File: config.mk
export PLATFORM = sky130hd
export DESIGN_NAME = ternary_sa_stream
export DESIGN_NICKNAME = d
export VERILOG_FILES = /design/src/rtl/ternary_pkg.sv /design/src/rtl/ternary_sa_stage.sv /design/src/rtl/ternary_sa_stream.sv
export SDC_FILE = /design/constraint.sdc
export NUM_CORES = 2
export LEC_CHECK = 0
export ABC_AREA = 0
export BUFFER_PORTS_ARGS = -buffer_cell sky130_fd_sc_hd__buf_2
export CAP_MARGIN = 20
export CORE_MARGIN = 2
export CORE_UTILIZATION = 56
export CTS_CLUSTER_DIAMETER = 50
export DETAILED_ROUTE_END_ITERATION = 16
export HOLD_SLACK_MARGIN = 0.1
export PLACE_DENSITY = 0.73
export SETUP_SLACK_MARGIN = 0.15
export SLEW_MARGIN = 25
export SYNTH_ARGS = -nofsm -noshare
export SYNTH_HDL_FRONTEND = slang
export SYNTH_SLANG_ARGS = --single-unit
File: constraint.sdc
create_clock -name clk -period 6.15 [get_ports clk]
set_input_delay 1.23 -clock clk [delete_from_list [all_inputs] [get_ports clk]]
set_output_delay 1.23 -clock clk [all_outputs]
set_load 0.02 [all_outputs]
File: src/rtl/ternary_pkg.sv
// Shared ternary weight codes, FSM states and the multiply-free MAC helper.
package ternary_pkg;

  typedef logic [1:0] tw_t;

  localparam tw_t TW_ZERO = 2'b00;
  localparam tw_t TW_POS  = 2'b01;
  localparam tw_t TW_NEG  = 2'b11;
  localparam tw_t TW_BAD  = 2'b10;

  typedef enum logic [1:0] {RUN, DRAIN, SWAP} sa_state_t;

  // Wide enough for any legal ACC_W; callers sign-extend in and truncate out.
  localparam int MAC_W = 64;
  typedef logic signed [MAC_W-1:0] mac_t;

  function automatic mac_t tern_mac(input mac_t acc, input mac_t x, input tw_t w);
    mac_t res;
    res = acc;
    case (w)
      TW_POS:  res = acc + x;
      TW_NEG:  res = acc - x;
      default: res = acc;
    endcase
    return res;
  endfunction

endpackage

File: src/rtl/ternary_sa_stage.sv
// One pipeline stage: adds +/-x[K] (or nothing) into each of ROWS partial sums.
// Registers the x vector, the sums and a valid bit; shifts only when adv is high.
module ternary_sa_stage
  import ternary_pkg::*;
#(
  parameter int WIDTH = 16,
  parameter int KDIM  = 8,
  parameter int ROWS  = 4,
  parameter int ACC_W = 20,
  parameter int K     = 0
) (
  input  logic                    clk,
  input  logic                    rst_n,
  input  logic                    adv,
  input  logic                    prev_vld,
  input  logic [KDIM*WIDTH-1:0]   prev_x,
  input  logic [ROWS*ACC_W-1:0]   prev_psum,
  input  logic [2*ROWS-1:0]       codes,
  output logic                    vld,
  output logic [KDIM*WIDTH-1:0]   x,
  output logic [ROWS*ACC_W-1:0]   psum
);

  logic [ROWS*ACC_W-1:0]    psum_nxt;
  logic [MAC_W-ACC_W-1:0]   mac_unused_hi;

  always_comb begin
    psum_nxt      = '0;
    mac_unused_hi = '0;
    for (int r = 0; r < ROWS; r++) begin
      {mac_unused_hi, psum_nxt[r*ACC_W +: ACC_W]} =
        tern_mac(MAC_W'($signed(prev_psum[r*ACC_W +: ACC_W])),
                 MAC_W'($signed(prev_x[K*WIDTH +: WIDTH])),
                 tw_t'(codes[2*r +: 2]));
    end
  end

  always_ff @(posedge clk) begin
    if (!rst_n) begin
      vld  <= 1'b0;
      x    <= '0;
      psum <= '0;
    end else if (adv) begin
      vld  <= prev_vld;
      x    <= prev_x;
      psum <= psum_nxt;
    end
  end

endmodule

File: src/rtl/ternary_sa_stream.sv
// Streaming ternary y = W*x engine with double-buffered weights; latency KDIM, one vector/cycle.
// Whole pipeline stalls while y_valid && !y_ready; commits drain the pipe before the bank swap.
module ternary_sa_stream
  import ternary_pkg::*;
#(
  parameter  int WIDTH = 16,
  parameter  int KDIM  = 8,
  parameter  int ROWS  = 4,
  localparam int ACC_W = WIDTH + $clog2(KDIM) + 1,
  localparam int RW    = (ROWS > 1) ? $clog2(ROWS) : 1
) (
  input  logic                    clk,
  input  logic                    rst_n,
  input  logic                    w_valid,
  output logic                    w_ready,
  input  logic [RW-1:0]           w_row,
  input  logic [2*KDIM-1:0]       w_data,
  input  logic                    w_commit,
  input  logic                    x_valid,
  output logic                    x_ready,
  input  logic [KDIM*WIDTH-1:0]   x_data,
  output logic                    y_valid,
  input  logic                    y_ready,
  output logic [ROWS*ACC_W-1:0]   y_data,
  output logic                    busy,
  output logic                    w_err
);

  localparam int XW    = KDIM * WIDTH;
  localparam int YW    = ROWS * ACC_W;
  // Input register plus KDIM MAC stages can hold KDIM+1 vectors.
  localparam int OCC_W = $clog2(KDIM + 2);

  tw_t              bank [2][ROWS][KDIM];
  logic             bank_sel;
  sa_state_t        state, state_nxt;
  logic [OCC_W-1:0] occ;
  logic             adv, accept, pop;

  logic             in_vld;
  logic [XW-1:0]    in_x;
  logic             s_vld  [KDIM];
  logic [XW-1:0]    s_x    [KDIM];
  logic [YW-1:0]    s_psum [KDIM];
  logic [2*ROWS-1:0] col_codes [KDIM];

  logic [2*KDIM-1:0] w_clean;
  logic              w_bad;
  logic              unused_tail;

  assign adv         = !y_valid || y_ready;
  assign accept      = x_valid && x_ready;
  assign pop         = y_valid && y_ready;
  assign y_valid     = s_vld[KDIM-1];
  assign y_data      = s_psum[KDIM-1];
  assign busy        = (occ != '0) || (state != RUN);
  assign unused_tail = ^s_x[KDIM-1];

  always_comb begin
    state_nxt = state;
    x_ready   = 1'b0;
    w_ready   = 1'b0;
    case (state)
      RUN: begin
        x_ready = adv;
        w_ready = 1'b1;
        if (w_commit) state_nxt = DRAIN;
      end
      DRAIN:   if (occ == '0) state_nxt = SWAP;
      SWAP:    state_nxt = RUN;
      default: state_nxt = RUN;
    endcase
  end

  // Illegal codes are stored as zero and flagged.
  always_comb begin
    w_clean = '0;
    w_bad   = 1'b0;
    for (int k = 0; k < KDIM; k++) begin
      if (w_data[2*k +: 2] == TW_BAD) w_bad = 1'b1;
      else                            w_clean[2*k +: 2] = w_data[2*k +: 2];
    end
  end

  always_comb begin
    for (int k = 0; k < KDIM; k++) begin
      col_codes[k] = '0;
      for (int r = 0; r < ROWS; r++) col_codes[k][2*r +: 2] = bank[bank_sel][r][k];
    end
  end

  always_ff @(posedge clk) begin
    if (!rst_n) begin
      state    <= RUN;
      bank_sel <= 1'b0;
      occ      <= '0;
      w_err    <= 1'b0;
      in_vld   <= 1'b0;
      in_x     <= '0;
      for (int b = 0; b < 2; b++)
        for (int r = 0; r < ROWS; r++)
          for (int k = 0; k < KDIM; k++) bank[b][r][k] <= TW_ZERO;
    end else begin
      state <= state_nxt;
      if (state == SWAP) bank_sel <= !bank_sel;
      if (adv) begin
        in_vld <= accept;
        in_x   <= x_data;
      end
      if (accept && !pop)      occ <= occ + OCC_W'(1);
      else if (pop && !accept) occ <= occ - OCC_W'(1);
      if (w_valid && w_ready) begin
        for (int k = 0; k < KDIM; k++) bank[!bank_sel][w_row][k] <= w_clean[2*k +: 2];
        if (w_bad) w_err <= 1'b1;
      end
    end
  end

  for (genvar k = 0; k < KDIM; k++) begin : g_stage
    logic          prev_vld;
    logic [XW-1:0] prev_x;
    logic [YW-1:0] prev_psum;

    if (k == 0) begin : g_first
      assign prev_vld  = in_vld;
      assign prev_x    = in_x;
      assign prev_psum = '0;
    end else begin : g_chain
      assign prev_vld  = s_vld[k-1];
      assign prev_x    = s_x[k-1];
      assign prev_psum = s_psum[k-1];
    end

    ternary_sa_stage #(
      .WIDTH(WIDTH), .KDIM(KDIM), .ROWS(ROWS), .ACC_W(ACC_W), .K(k)
    ) u_stage (
      .clk      (clk),
      .rst_n    (rst_n),
      .adv      (adv),
      .prev_vld (prev_vld),
      .prev_x   (prev_x),
      .prev_psum(prev_psum),
      .codes    (col_codes[k]),
      .vld      (s_vld[k]),
      .x        (s_x[k]),
      .psum     (s_psum[k])
    );
  end

endmodule

==> run metrics <==
routed wire length=roughly 310000 um; Least-Margin Pin Slew=1133 ps; input/output buffers=around 240; setup ws final=727.7 ps; Initial DRC Count=7742; Worst-Skew Late Latency=830 ps; Max Cap Viol=0; Post-synth EDFFs=about 130; type of origin of the critical path=flip-flop; Initial Util=56.38%; Clock Sinks=roughly 1400; Tcrit/Tclk final=88.17%; DR vias/cell=6.143; Die X=392.3 um; dpl cell area=86820 um^2; Setup Skew=45.43 ps; worst-path maximum fanout=8; Cells after DPL=12770; Worst Path Arrival=6200 ps; reg-to-reg endpoint=g_stage[3].u_stage.psum[19]; pre-CTS WS=768.5 ps; WHS Path Cells=2; minimum clock period=5422 ps; routability cong.=1.055; reg-to-reg setup timing slack=730 ps; hold path startpoint=g_stage[0].prev_x[45]; non-filler cells, final=~13000; fillers=13440; Setup-failing EPs final=0; number of remaining DRC errors=0; row count=142; cell area after layout=between 90000 and 100000 um^2; Reg2Reg Depth=19; register area=~28000 um^2; Synth async-reset ratio=0%; Synth Instances=11080; TritonCTS clock tree=done; DR pass1 iterations=7; P_leak=0.03769 uW; synth unique cells=82; pwr/cell area=approximately 350 nW/um^2; GRT Residual Overflow=0; ys flop type=dfxtp_1; area of the multi-input gates=between 50000 and 60000 um^2; Net Count, Synth=11810; core box area=149800 um^2; largest net degree at the start of global routing=approximately 210; H-tree depth=4; Via Count=80470; Avg WL per Cell=23.29 um; Post-Route Setup TNS=0 ps; first-pass GRT wire length=453300 um; YS warnings=0; Die Height=392.3 um; CP Capture Type=flip-flop; antenna viol nets, final=0; RSZ-0062 raised after global routing=no; worst r2r src=g_stage[2].u_stage.x[48]; worst rel slew slack=24.50%; fin. max-slew vios=0; CTS Hold Bufs=0; # IOs=about 240; WS Path Type=reg -> reg; VDD IR max=0.3113 mV; Num CTS Buffers=roughly 170; synth-to-layout area growth=10.16%; worst min path class=reg -> reg; Required @ worst endpoint=between 6000 and 7000 ps; clock-pin slew of the registers on the worst-case setup and hold paths=60 ps; vias in the first global route=74020; flops & latches, synth=around 1400; outcome=finished clean; maximum clock rate=184.4 MHz; clk root buf=clkbuf_16; Syn Std Cell Area=84450 um^2; Fin. Hold Viols=0; initial antenna violation count=9; Total Die Area=approximately 150000 um^2; layout cells sized above 1=around 7.5%; NumNets Final=11650; sequential share of the synthesized area=33.52%; DP HPWL=228900 um; WHS Endpoint=g_stage[0].u_stage.x[45]; synthesized area per cell=7.620 um^2; total track usage=about two fifths; Max Root-Sink Buffers=3
## where the power goes
part / leakage (uW) / total (uW) / switching, uW / internal [uW]
clock network: 0.00297 / 10600 / 4470 / 6130
logic: 0.0234 / 11200 / 6470 / 4760
registers: 0.0113 / 10900 / 1220 / 9730
total: 0.0377 / 32800 / 12200 / 20600
## synth_stat cells, types with 25 or more instances
cell type,n,area share (%)
buf_1,42,0.19
nand2_1,2393,11
edfxtp_1,128,4.6
mux2i_1,92,1.1
nor3_1,167,0.99
inv_1,194,0.86
and3_1,70,0.52
a211oi_1,68,0.60
a21oi_1,1295,7.7
clkbuf_1,659,2.9
nor4_1,27,0.20
nor2b_1,65,0.48
o311ai_0,25,0.26
o21a_1,92,0.82
a32oi_1,26,0.27
xor2_1,339,3.5
nand2b_1,57,0.42
a311oi_1,205,2.1
xnor2_1,490,5.1
nand4_1,30,0.22
nand3_1,153,0.91
or3_1,89,0.66
a21o_1,191,1.7
o21ai_0,592,3.5
fa_1,29,0.69
nor3b_1,32,0.28
a22oi_1,72,0.64
dfxtp_1,1222,29
o31ai_1,32,0.28
and2_1,49,0.36
nor2_1,976,4.3
o211ai_1,127,1.1
a31oi_1,110,0.81
o21bai_1,49,0.44
mux2_2,76,1.0
ha_1,543,8.0
## what timing repair did
item,in CTS,in global routing
resized for setup,0,1
endpoints found under the setup margin,0,1
hold endpoints to repair,0,0
setup buffers,0,0
## registers in the layout, summed over array words and instances, names as in the netlist, named ones only
name / flops
g_stage.u_stage.psum: 628
g_stage.u_stage.vld: 8
w_err: 1
g_stage.u_stage.x: 448
occ: 4
bank_sel: 1
bank: 128
g_stage.prev_vld: 1
state: 2
g_stage.prev_x: 128
## worst max path at each step
stage | start | endpoint | slack, ps | depth (start not counted)
after floorplan | flip-flop | g_stage[6].u_stage.psum[18] | 1420 | 18
after global placement | g_stage[6].u_stage.x[112] | g_stage[7].u_stage.psum[59] | 790 | 19
after detailed placement | g_stage[6].u_stage.x[112] | g_stage[7].u_stage.psum[59] | 770 | 19
after CTS | g_stage[6].u_stage.x[112] | g_stage[7].u_stage.psum[59] | 780 | 19
after global routing | g_stage[6].u_stage.x[113] | g_stage[7].u_stage.psum[59] | 320 | 19
final | g_stage[2].u_stage.x[48] | g_stage[3].u_stage.psum[19] | 730 | 19
## cells in the final DEF, fill, tap and decap left out, types with 205 or more instances in the layout
master    instances
xnor2_1         490
a21oi_1        1295
xor2_1          339
nand2_1        2393
dfxtp_1        1221
buf_2           235
nor2_1          970
a311oi_1        205
o21ai_0         589
ha_1            543
## routing by layer
layer	GRT usage (%)	up-vias	share of wire (%)
met4	26.91	6	8.2
li1	-	38380	-
met3	7.569	858	8.3
met5	0	-	0.029
met1	48.13	37790	40
met2	59.59	3440	44
## final cells by class
type,instances,area share (%)
Multi-Input combinational cell,8826,56.79
Sequential cell,1350,30.43
Clock buffer,223,5.171
Tap cell,2016,2.711
Timing Repair Buffer,381,2.674
Clock inverter,102,1.401
Inverter,195,0.7949
Antenna cell,8,0.02152
## critical path, cell delays in order, from the launching register on
cell,delay (ps)
dfxtp_1,430
inv_1,110
ha_1,240
nand2_1,160
nor3_1,410
nor3b_1,540
nand2_1,260
nor3_1,420
nor2_1,120
xnor2_1,610
ha_1,370
and4_1,230
a21oi_1,130
o21ai_0,150
nor2_1,150
a2bb2oi_1,230
a21oi_1,160
a311o_1,400
a21o_1,170
nand3_1,70
## cell families (layout without fill, tap and decap cells)
group	Yosys count	count (layout)	synth area share, %
and+or+nand+nor	4196	4196	20.84
DFF	1350	1350	33.52
xor gates and xnor gates	829	829	8.598
muxes	169	169	2.122
buffers and inverters	907	901	4.061
other	0	8	0
AOI/OAI and AO/OA	3060	3060	22.13
adders and majority gates	572	572	8.733
## metrics by stage
stage                     hold slack [ps]  util (%)  power, uW
final                               443.0     62.11      32780
after floorplan                     432.1         -      18970
after global placement              438.0     57.96      21870
after CTS                           441.9     62.05      32600
after global routing                460.0     62.10      34440
after detailed placement            442.9     57.97      22000
Note: power is estimated with default switching activity, not from simulation.
